[src/rtl/cla_nibble_seq.sv]
// cla_nibble_seq: WIDTH-bit adder built from one shared 4-bit carry look-ahead slice.
// One nibble per clock, LSB nibble first, valid/ready on both operand and result sides.
// Optional subtract mode: define CLA_SEQ_SUB_EN to add the 'sub' input port.
module cla_nibble_seq #(
  parameter int unsigned WIDTH = 16
) (
  input  logic             clk,
  input  logic             rst,
  input  logic             in_valid,
  output logic             in_ready,
  input  logic [WIDTH-1:0] a,
  input  logic [WIDTH-1:0] b,
  input  logic             cin,
`ifdef CLA_SEQ_SUB_EN
  input  logic             sub,
`endif
  output logic             out_valid,
  input  logic             out_ready,
  output logic [WIDTH-1:0] sum,
  output logic             cout,
  output logic             ovf,
  output logic             busy
);

  localparam int unsigned NIB = WIDTH / 4;
  localparam int unsigned CW  = (NIB > 1) ? $clog2(NIB) : 1;

  typedef enum logic [1:0] {
    IDLE = 2'd0,
    RUN  = 2'd1,
    DONE = 2'd2
  } state_t;

  state_t           state_q;
  state_t           state_d;

  logic [WIDTH-1:0] a_r;
  logic [WIDTH-1:0] b_r;
  logic             carry_r;
  logic [CW-1:0]    cnt;

  logic [3:0]       a_n;
  logic [3:0]       b_n;
  logic [3:0]       g;
  logic [3:0]       p;
  logic [3:0]       c;
  logic             last;

  // Shared 4-bit look-ahead slice operating on nibble cnt of the latched operands
  always_comb begin
    a_n  = a_r[{cnt, 2'b00} +: 4];
    b_n  = b_r[{cnt, 2'b00} +: 4];
    g    = a_n & b_n;
    p    = a_n ^ b_n;
    c[0] = g[0] | (p[0] & carry_r);
    c[1] = g[1] | (p[1] & g[0]) | (p[1] & p[0] & carry_r);
    c[2] = g[2] | (p[2] & g[1]) | (p[2] & p[1] & g[0])
         | (p[2] & p[1] & p[0] & carry_r);
    c[3] = g[3] | (p[3] & g[2]) | (p[3] & p[2] & g[1])
         | (p[3] & p[2] & p[1] & g[0]) | (&p & carry_r);
    last = (cnt == CW'(NIB - 1));
  end

  // State register
  always_ff @(posedge clk or posedge rst) begin
    if (rst) state_q <= IDLE;
    else     state_q <= state_d;
  end

  // Next-state logic; handshake outputs decode from the state register only
  always_comb begin
    state_d   = state_q;
    in_ready  = 1'b0;
    out_valid = 1'b0;
    busy      = 1'b0;
    unique case (state_q)
      IDLE: begin
        in_ready = 1'b1;
        if (in_valid) state_d = RUN;
      end
      RUN: begin
        busy = 1'b1;
        if (last) state_d = DONE;
      end
      DONE: begin
        busy      = 1'b1;
        out_valid = 1'b1;
        if (out_ready) state_d = IDLE;
      end
      default: state_d = IDLE;
    endcase
  end

  // Operand capture, per-nibble sum write-back and final flags
  always_ff @(posedge clk or posedge rst) begin
    if (rst) begin
      a_r     <= '0;
      b_r     <= '0;
      carry_r <= 1'b0;
      cnt     <= '0;
      sum     <= '0;
      cout    <= 1'b0;
      ovf     <= 1'b0;
    end else begin
      unique case (state_q)
        IDLE: begin
          if (in_valid) begin
            a_r <= a;
            cnt <= '0;
`ifdef CLA_SEQ_SUB_EN
            b_r     <= sub ? ~b : b;
            carry_r <= sub ? 1'b1 : cin;
`else
            b_r     <= b;
            carry_r <= cin;
`endif
          end
        end
        RUN: begin
          sum[{cnt, 2'b00} +: 4] <= p ^ {c[2:0], carry_r};
          carry_r                <= c[3];
          // cnt holds on the final nibble so a 1-bit counter never wraps
          if (last) begin
            cout <= c[3];
            ovf  <= c[2] ^ c[3];
          end else begin
            cnt <= cnt + 1'b1;
          end
        end
        default: ;
      endcase
    end
  end

endmodule
[config.mk]
export PLATFORM = sky130hd
export DESIGN_NAME = cla_nibble_seq
export DESIGN_NICKNAME = d
export VERILOG_FILES = /design/src/rtl/cla_nibble_seq.sv
export SDC_FILE = /design/constraint.sdc
export NUM_CORES = 1
export LEC_CHECK = 0
export ABC_AREA = 1
export CORE_MARGIN = 2
export CORE_UTILIZATION = 46
export DETAILED_ROUTE_END_ITERATION = 6
export GPL_ROUTABILITY_DRIVEN = 0
export PLACE_DENSITY = 0.76
export SYNTH_ARGS = -nofsm -noshare
export SYNTH_HDL_FRONTEND = slang
export SYNTH_SLANG_ARGS = --single-unit
[constraint.sdc]
create_clock -name clk -period 2.2 [get_ports clk]
set_clock_uncertainty 0.2 [all_clocks]
set_input_delay 0.44 -clock clk [delete_from_list [all_inputs] [get_ports clk]]
set_output_delay 0.44 -clock clk [all_outputs]
set_load 0.1 [all_outputs]
==> impl_results.md, run 1 <==
- Antenna Cells: 0
- Antenna Violating Nets Remaining: 0
- Violated checks: negative setup slack
- Synth Warn #: 0
- Asr flop ratio synth: 100.0%
- Vias in the first global route: 2096
- Status: finished with violations
- Most common cell in the netlist: dfrtp_1
- Synth top area share: 50.86%
- Die H: 80.71 µm
- Slew Limit Headroom: 78.00%
- Final setup violation count: 3
- Final WS setup: -66.88 ps
- Port Buffers: 57
- Achievable Freq: 441.1 MHz
- Post-Syn Area per Cell: 10.29 µm²
- Mapped Cells: 263
- Ys flop type: dfrtp_1
- Vias per cell: 5.274
- Worst EP required: 2210 ps
- Drt pass-1 iters: 4
- First-pass GRT wire length: 9.639 mm
- DRC violations left: 0
- TritonCTS clock tree: done
- Crit. End Element: flop
- Slew @ Worst Pin: 326.5 ps
- Post-Layout Cell Count: 413
- Routed wire per std cell: 15.64 µm
- Initial antenna violation count: 0
- Max-Cap Viols: 0
- Initial DRC count: 136
- Count of cell types in the netlist: 29
- GR Util All Layers: 18.98%
- Cell area after layout: 3795 µm²
- IO Count: 58
- Top cells by area, synth: dfrtp_1 (51%), mux2_2 (13%), ha_1 (6.0%)
- Synth Net Count: 314
- CP startpoint kind: flop
- Setup slack, reg-to-reg: -70 ps
- Clock tree sinks: 55
- Final min period: 2267 ps
- Num CTS Buffers: 5
- Yosys top cell by area: dfrtp_1
- Syn-to-layout area delta: 40.22%
- Post-synth EDFFs: 0
- Placed cell areas: 3408 µm²
- Largest net degree at the start of global routing: 56
- Fillers: 434
- Period utilization: 103.0%
- Layout cells sized above 1: 36.36%
- Crit path kind: reg2reg
- Clock Latency Late Sink: 310 ps
- Seq/Total Area, Yosys: 50.86%
- Unrepaired setup endpoints after global routing: yes
- Core ar.: 5608 µm²
- GR Overflow Total: 0
- Via Count: 2178
- Slew Limit Fails: 0
- Hold WC Path Type: in2async
- CP max FO: 5
- Starting density of the core: 48.26%
- Die Wd: 80.71 µm
- Hpwl dp: 4.135 mm
- Layout Nets: 391
- Clock Path Buffers: 2
- Top post-synthesis cells by count: dfrtp_1 (55), nand2_1 (42), mux2_2 (32)
- CTS root buf: clkbuf_8
- Synthesized area: 2706 µm²
- H-tree depth: 2
- Rows: 27
- Hold Buf Count CTS: 0
- Die footprint: 6513 µm²
- Placed cells: 396
- Synthesized flop and latch total: 55
- Final hold vios: 0
- Critical path data arrival time: 2270 ps
- Routed wire length: 6.458 mm
- Reg clk slew, reported paths: 100 ps
## stage by stage
| stage | utilization (%) | setup WS [ps] | hold slack (ps) | TNS (ps) |
|---|---|---|---|---|
| 5_1_grt | 67.67 | -146.5 | 301.2 | -1513 |
| 3_3_place_gp | 60.78 | 25.29 | 266.8 | 0 |
| 2_1_floorplan | - | 52.78 | 273.8 | 0 |
| 6_report | 67.67 | -66.88 | 281.9 | -86.76 |
| 3_5_place_dp | 60.78 | -78.75 | 274.6 | -214.2 |
| 4_1_cts | 63.48 | 2.915 | 297.2 | 0 |
## final timing paths
check	start	endpoint	depth (start not counted)
worst min-delay path	rst	a_r[9]	3
worst max register to register	cnt[0]	ovf	12
worst max-delay path	cnt[0]	ovf	12
min in group clk	ovf	ovf	2
max in group asynchronous	rst	a_r[8]	3
worst min register to register	ovf	ovf	2
## flip-flops by register name, summed over array words and instances, names as in the netlist
register,flops
sum,16
a_r,16
b_r,16
ovf,1
state_q,2
cnt,2
cout,1
carry_r,1
## worst max-delay path, stage by stage (launching register included)
cell and delay, ps:
dfrtp_1 420, inv_2 90, buf_6 140, o21ai_2 190
o22ai_4 110, ha_4 280, nand2_2 70, nand2_2 70
nor2_4 150, nand2_4 80, buf_6 120, o211ai_1 180
nand2_1 70
## layout by cell type, fill, tap and decap left out, drive strengths merged, types with 2 or more instances in the layout
cell            n
buf            42
o211ai          2
nand3           9
inv            21
nor2           28
clkinv          2
a22o            2
nand2          44
clkdlybuf4s50  36
o22ai           8
o21ai          30
nand4           2
mux2           32
clkbuf          6
dfrtp          55
ha             13
## metal layers
metal / part of all wire [%] / track usage [%] / vias to the layer above / routed length [µm]
met4: 1.5 / 4.407 / 0 / 98
li1: - / - / 1038 / -
met5: 0 / 0 / - / 0
met3: 4.2 / 4.157 / 10 / 269
met2: 52 / 32.17 / 57 / 3377
met1: 42 / 24.96 / 1073 / 2712
## cell families (layout without fill, tap and decap cells)
| group | Yosys count | count (layout) | share of synthesized area, % |
|---|---|---|---|
| multiplexers | 32 | 32 | 13.32 |
| adder cells (fa/ha/maj) | 14 | 14 | 6.750 |
| AO/OA/AOI/OAI | 46 | 46 | 9.709 |
| XOR/XNOR | 1 | 1 | 0.3237 |
| flip-flops | 55 | 55 | 50.86 |
| buffers and inverters | 30 | 108 | 5.316 |
| AND/OR/NAND/NOR | 85 | 85 | 13.73 |
## what timing repair did
item	CTS	global route
buffers inserted	3	5
gates cloned	0	1
pin swaps	7	24
endpoints found under the setup margin	9	16
gates resized for setup	12	49
## layout make-up
class	instances	area, µm²	share of cell area [%]
clock buffer	6	82.58	2.176
multi-input combinational	178	1368	36.04
sequential	55	1376	36.27
timing repair buffer	78	760.7	20.05
tap	72	90.09	2.374
clock inverter	2	35.03	0.9232
inverter	22	82.58	2.176
Power of run 1 is left out: the tool's default activity adds up to more than one toggle a clock period on the data nets, which glitch-free logic cannot reach.
==> run 2, diff against run 1 <==
--- a/config.mk
+++ b/config.mk
@@ -7,10 +7,10 @@
 export LEC_CHECK = 0
 export ABC_AREA = 1
 export CORE_MARGIN = 2
-export CORE_UTILIZATION = 46
+export CORE_UTILIZATION = 30
 export DETAILED_ROUTE_END_ITERATION = 6
+export DONT_BUFFER_PORTS = 1
 export GPL_ROUTABILITY_DRIVEN = 0
-export PLACE_DENSITY = 0.76
 export SYNTH_ARGS = -nofsm -noshare
 export SYNTH_HDL_FRONTEND = slang
 export SYNTH_SLANG_ARGS = --single-unit
==> run 2 against run 1 <==
Compared with the run above:
- the flow still finishes with violations (negative setup slack)
- design area is 7.5% lower
- global-route usage down 5.9 points
- via count shrank 6.7%
- sequential share of layout area up 3.0 points
- non-clock buffer count fell by 38
- worst setup slack got worse by 7.8 ps
- die area is 50% higher
- critical path type unchanged
- highest routed layer unchanged
==> impl_results.md, run 2 (synthesis results as in run 1) <==
- GR Overflow Total: 0 (unchanged)
- TritonCTS clock tree: done
- Final WS setup: -74.67 ps (-7.783 ps)
- Slew Limit Fails: 0 (unchanged)
- Routed wire length: 6.565 mm (+1.7%)
- Max incr delay on CP: 460 ps (+40 ps)
- Die H: 98.98 µm (+23%)
- Initial antenna violation count: 0 (unchanged)
- Crit. End Element: flop
- FF-to-FF End: sum[15]
- HP Start: a[5]
- Die Wd: 98.98 µm (+23%)
- Critical-path cell list: inv_4 -> buf_12 -> o21ai_4 -> o22ai_4 -> ha_4 -> nand2_1 -> nand2_1 -> nor2_2 -> nand2_2 -> nand2_4 -> nand3_2 -> nor2_2 -> nand2_1 -> nand2_1
- CP max FO: 6 (+1)
- Layout cells sized above 1: 41.25% (+4.9 points)
- Hold WC Path Type: in2reg
- Max-Cap Viols: 0 (unchanged)
- Critical Path Most Common Cell: nand2_1
- Core ar.: 8721 µm² (+56%)
- Via Count: 2032 (-6.7%)
- Worst hold path depth: 1
- Critical path data arrival time: 2340 ps (+70 ps)
- Commonest non-fill, non-tap cell in the layout: dfrtp_1
- Hpwl dp: 4.591 mm (+11%)
- Final min period: 2275 ps (+7.783 ps)
- Worst Reg2Reg Path Length in Cells: 14 (+2)
- Vias in the first global route: 2035 (-2.9%)
- DRC violations left: 0 (unchanged)
- Port Buffers: 0 (-100%)
- Antenna Violating Nets Remaining: 0 (unchanged)
- Pre-CTS setup slack: -76.46 ps (+2.290 ps)
- Most frequent cells in the layout: dfrtp_1 (53), nand2_1 (41), mux2_2 (32)
- First-pass GRT wire length: 10.16 mm (+5.4%)
- Die footprint: 9797 µm² (+50%)
- Unrepaired setup endpoints after global routing: yes
- Initial DRC count: 115 (-15%)
- Clock Latency Late Sink: 310 ps (about the same)
- Clock tree sinks: 55 (unchanged)
- Rows: 34 (+26%)
- Final setup violation count: 8 (+5)
- CP max stage cell: dfrtp_2
- Worst EP required: 2260 ps (+50 ps)
- Starting density of the core: 31.03% (-17 points)
- FF-to-FF Start: cnt[0]
- Crit path kind: reg2reg
- Slew @ Worst Pin: 914.5 ps (+588.0 ps)
- Syn-to-layout area delta: 29.68%
- Hold Path Sink: a_r[5]
- Routed wire per std cell: 15.97 µm (+2.2%)
- Layout Nets: 353 (-9.7%)
- CTS root buf: clkbuf_8
- Slew Limit Headroom: 39.03% (-39 points)
- Buf+Inv Stages, Crit Path: 2 (-1)
- Period utilization: 103.4% (+0.35 points)
- Setup slack, reg-to-reg: -70 ps (about the same)
- GR Util All Layers: 13.04% (-5.9 points)
- Violated checks: negative setup slack
- Reg clk slew, reported paths: 100 ps (about the same)
- Drt pass-1 iters: 4 (unchanged)
- Top flop regs: a_r: 16 flops, b_r: 16 flops, sum: 16 flops
- Achievable Freq: 439.6 MHz (-0.34%)
- Status: finished with violations
- Largest net degree at the start of global routing: 33 (-41%)
- Vias per cell: 4.944 (-6.2%)
- H-tree depth: 2 (unchanged)
- Num CTS Buffers: 5 (unchanged)
- Antenna Cells: 0 (unchanged)
- Placed cell areas: 3043 µm² (-11%)
- Clock Path Buffers: 2 (unchanged)
- IO Count: 58 (unchanged)
- Cell area after layout: 3510 µm² (-7.5%)
- CP startpoint kind: flop
- Final hold vios: 0 (unchanged)
- Cell family with most CP delay: simple AND/OR/NAND/NOR gates
[run 2: cell types whose count changed in the layout (fill, tap and decap cells not counted), sizes merged]
cell	previous run	this run
bufbuf	0	1
dlygate4sd3	0	1
clkinv	2	1
buf	42	38
clkdlybuf4s50	36	0
inv	21	22
[run 2: final cells by class]
cell class,count,area (µm²)
fillers,811,5211
multi-input cells,178,1385
flip-flops and latches,55,1379
repair buffers,40,405.4
well taps,108,135.1
inverters,22,87.58
clock buffers,6,82.58
clock inverters,2,35.03
[run 2: repair_timing]
item / CTS / global route
hold buffers: 1 / 0
hold endpoints to repair: 23 / 0
buffers inserted: 6 / 3
pin swaps: 17 / 9
gates resized for setup: 44 / 20
gates cloned: 2 / 0
setup endpoints to repair: 11 / 14
[run 2: per-stage QoR]
| stage | std cells | util [%] | setup TNS, ps | hold slack [ps] |
|---|---|---|---|---|
| floorplan | 263 | - | 0 | 273.8 |
| global placement | 391 | 34.89 | -145.7 | 192.4 |
| detailed placement | 391 | 34.89 | -480.2 | 204.5 |
| CTS | 408 | 39.05 | -16.28 | 64.23 |
| global route | 411 | 40.24 | -1204 | 59.52 |
| finish | 411 | 40.24 | -359.2 | 67.52 |
[run 2: worst max-delay path by stage]
stage | start | end | slack (ps) | cells past startpoint
2_1_floorplan | cnt[1] | sum[15] | 50 | 13
3_3_place_gp | cnt[0] | sum[9] | -60 | 8
3_5_place_dp | cnt[1] | sum[15] | -80 | 13
4_1_cts | cnt[0] | sum[7] | -9 | 14
5_1_grt | cnt[0] | sum[7] | -190 | 14
6_report | cnt[0] | sum[15] | -70 | 14
[run 2: worst reg2reg max path: cells and delay by family, from the launching register on]
family,cells,cell delay [ps]
fa+ha+maj,1,260
compound gates,2,260
buf+inv,2,250
simple gates,9,790
flops,1,460
[run 2: layer usage]
metal,vias to the layer above,GRT usage [%],share of wire [%]
met4,0,4.110,1.8
li1,969,-,-
met2,59,21.05,51
met1,992,16.62,41
met5,-,0,0
met3,12,4.255,6.4
Power of run 2 is left out for the same reason.
==> run 3, diff against run 2 <==
--- a/config.mk
+++ b/config.mk
@@ -7,10 +7,11 @@
 export LEC_CHECK = 0
 export ABC_AREA = 1
 export CORE_MARGIN = 2
-export CORE_UTILIZATION = 30
+export CORE_UTILIZATION = 33
 export DETAILED_ROUTE_END_ITERATION = 6
 export DONT_BUFFER_PORTS = 1
 export GPL_ROUTABILITY_DRIVEN = 0
+export SETUP_SLACK_MARGIN = 0.3
 export SYNTH_ARGS = -nofsm -noshare
 export SYNTH_HDL_FRONTEND = slang
 export SYNTH_SLANG_ARGS = --single-unit
==> run 3 against run 2 <==
Compared with the run above:
- the flow still finishes with violations (negative setup slack)
- count of clock-buffer cells in the layout grew 1
- critical path depth is 2 lower
- flip-flop and latch count did not move
- critical path type unchanged
- largest cell class is now sequential cells
- highest routed layer unchanged
- non-clock buffer count decreased by 1
- wire length is 7.3% lower
- via count is 2.7% lower
==> impl_results.md, run 3 (synthesis results as in run 1) <==
- Crit. End Element: flop
- Placed cell areas: 3053 µm² (+0.33%)
- Antenna Cells: 0 (unchanged)
- Most frequent cells in the layout: dfrtp_1 (53), nand2_1 (40), mux2_2 (32)
- DRC violations left: 0 (unchanged)
- IO Count: 58 (unchanged)
- Clock Latency Late Sink: 310 ps (about the same)
- Top flop regs: a_r: 16 flops, b_r: 16 flops, sum: 16 flops
- TritonCTS clock tree: done
- Layout cells sized above 1: 38.08% (-3.2 points)
- GR Util All Layers: 13.62% (+0.58 points)
- Drt pass-1 iters: 4 (unchanged)
- Final min period: 2204 ps (-70.23 ps)
- Max-Cap Viols: 0 (unchanged)
- Period utilization: 100.2% (-3.2 points)
- Core ar.: 8093 µm² (-7.2%)
- Setup slack, reg-to-reg: -4 ps (+70 ps)
- Vias in the first global route: 1863 (-8.5%)
- Slew Limit Fails: 0 (unchanged)
- Hpwl dp: 4.465 mm (-2.8%)
- Rows: 33 (-2.9%)
- Critical path data arrival time: 2260 ps (-80 ps)
- Initial antenna violation count: 0 (unchanged)
- Slew @ Worst Pin: 912.1 ps (-2.466 ps)
- CTS root buf: clkbuf_8
- Reg clk slew, reported paths: 100 ps (about the same)
- Port Buffers: 0 (unchanged)
- Clock Path Buffers: 2 (unchanged)
- Routed wire per std cell: 14.95 µm (-6.4%)
- Final setup violation count: 1 (-7)
- Via Count: 1977 (-2.7%)
- Initial DRC count: 57 (-50%)
- Unrepaired setup endpoints after global routing: yes
- Num CTS Buffers: 5 (unchanged)
- Crit path kind: reg2reg
- Antenna Violating Nets Remaining: 0 (unchanged)
- Starting density of the core: 33.44% (+2.4 points)
- Routed wire length: 6.084 mm (-7.3%)
- H-tree depth: 2 (unchanged)
- Achievable Freq: 453.6 MHz (+3.2%)
- Slew Limit Headroom: 39.19% (+0.16 points)
- Final WS setup: -4.441 ps (+70.23 ps)
- Clock tree sinks: 55 (unchanged)
- Die H: 94.56 µm (-4.5%)
- Violated checks: negative setup slack
- Commonest non-fill, non-tap cell in the layout: dfrtp_1
- Hold WC Path Type: in2reg
- Die footprint: 8942 µm² (-8.7%)
- Cell area after layout: 3448 µm² (-1.7%)
- First-pass GRT wire length: 9.487 mm (-6.6%)
- Layout Nets: 352 (-0.28%)
- Die Wd: 94.56 µm (-4.5%)
- Largest net degree at the start of global routing: 33 (unchanged)
- Final hold vios: 0 (unchanged)
- CP startpoint kind: flop
- GR Overflow Total: 0 (unchanged)
- Status: finished with violations
- Syn-to-layout area delta: 27.42%
- CP max FO: 6 (unchanged)
- Worst EP required: 2260 ps (about the same)
- Vias per cell: 4.857 (-1.8%)
## run 3: cell types whose count changed in the layout (fill, tap and decap cells not counted), sizes merged
cell | before | now
clkinv | 1 | 2
buf | 38 | 36
inv | 22 | 20
clkinvlp | 0 | 1
bufinv | 1 | 0
clkbuf | 6 | 8
## run 3: path summary, 6_finish.rpt
check	startpoint	end	cells past startpoint
worst min-delay path	a[7]	a_r[7]	1
worst max register to register	cnt[0]	sum[14]	12
max in group asynchronous	rst	a_r[9]	3
worst min register to register	sum[10]	sum[10]	2
min in group asynchronous	rst	a_r[11]	2
worst max-delay path	cnt[0]	sum[14]	12
## run 3: final cells by class
class,instances,area (µm²)
clock buffer,7,86.33
tap,105,131.4
sequential,55,1379
clock inverter,1,8.758
inverter,22,92.59
timing repair buffer,39,395.4
multi-input combinational,178,1355
fill,793,4644
## run 3: worst max-delay path, stage by stage (launching register included)
cell      delay (ps)
dfrtp_2          490
buf_12           170
o21ai_2          120
o22ai_1           80
ha_1             350
buf_4            140
buf_6             80
inv_1             30
o211ai_1         110
nand2_2          120
nor2_4           130
nand3_1           80
nand2_1           70
## run 3: routing by layer
layer	global-route usage (%)	part of all wire [%]	vias up
met5	0	0	-
met4	3.382	1.1	0
met3	4.230	6.0	4
met2	21.19	48	44
met1	18.60	45	956
li1	-	-	973
## run 3: timing repair
action,CTS,global route
pin swaps,6,14
gates cloned,1,1
hold buffers,1,0
setup buffers,4,4
hold endpoints to repair,13,0
endpoints found under the setup margin,23,24
gates resized for setup,16,29
## run 3: per-stage QoR
stage	hold WS (ps)	util, %	setup slack, ps	cells	setup TNS, ps
2_1_floorplan	273.8	-	145.5	263	0
3_3_place_gp	100.0	37.72	34.45	388	0
3_5_place_dp	100.7	37.72	-40.08	388	-68.26
4_1_cts	68.47	40.48	14.03	402	0
5_1_grt	58.52	42.61	-139.5	407	-863.0
6_report	76.82	42.61	-4.441	407	-4.441
Power of run 3 is left out for the same reason.
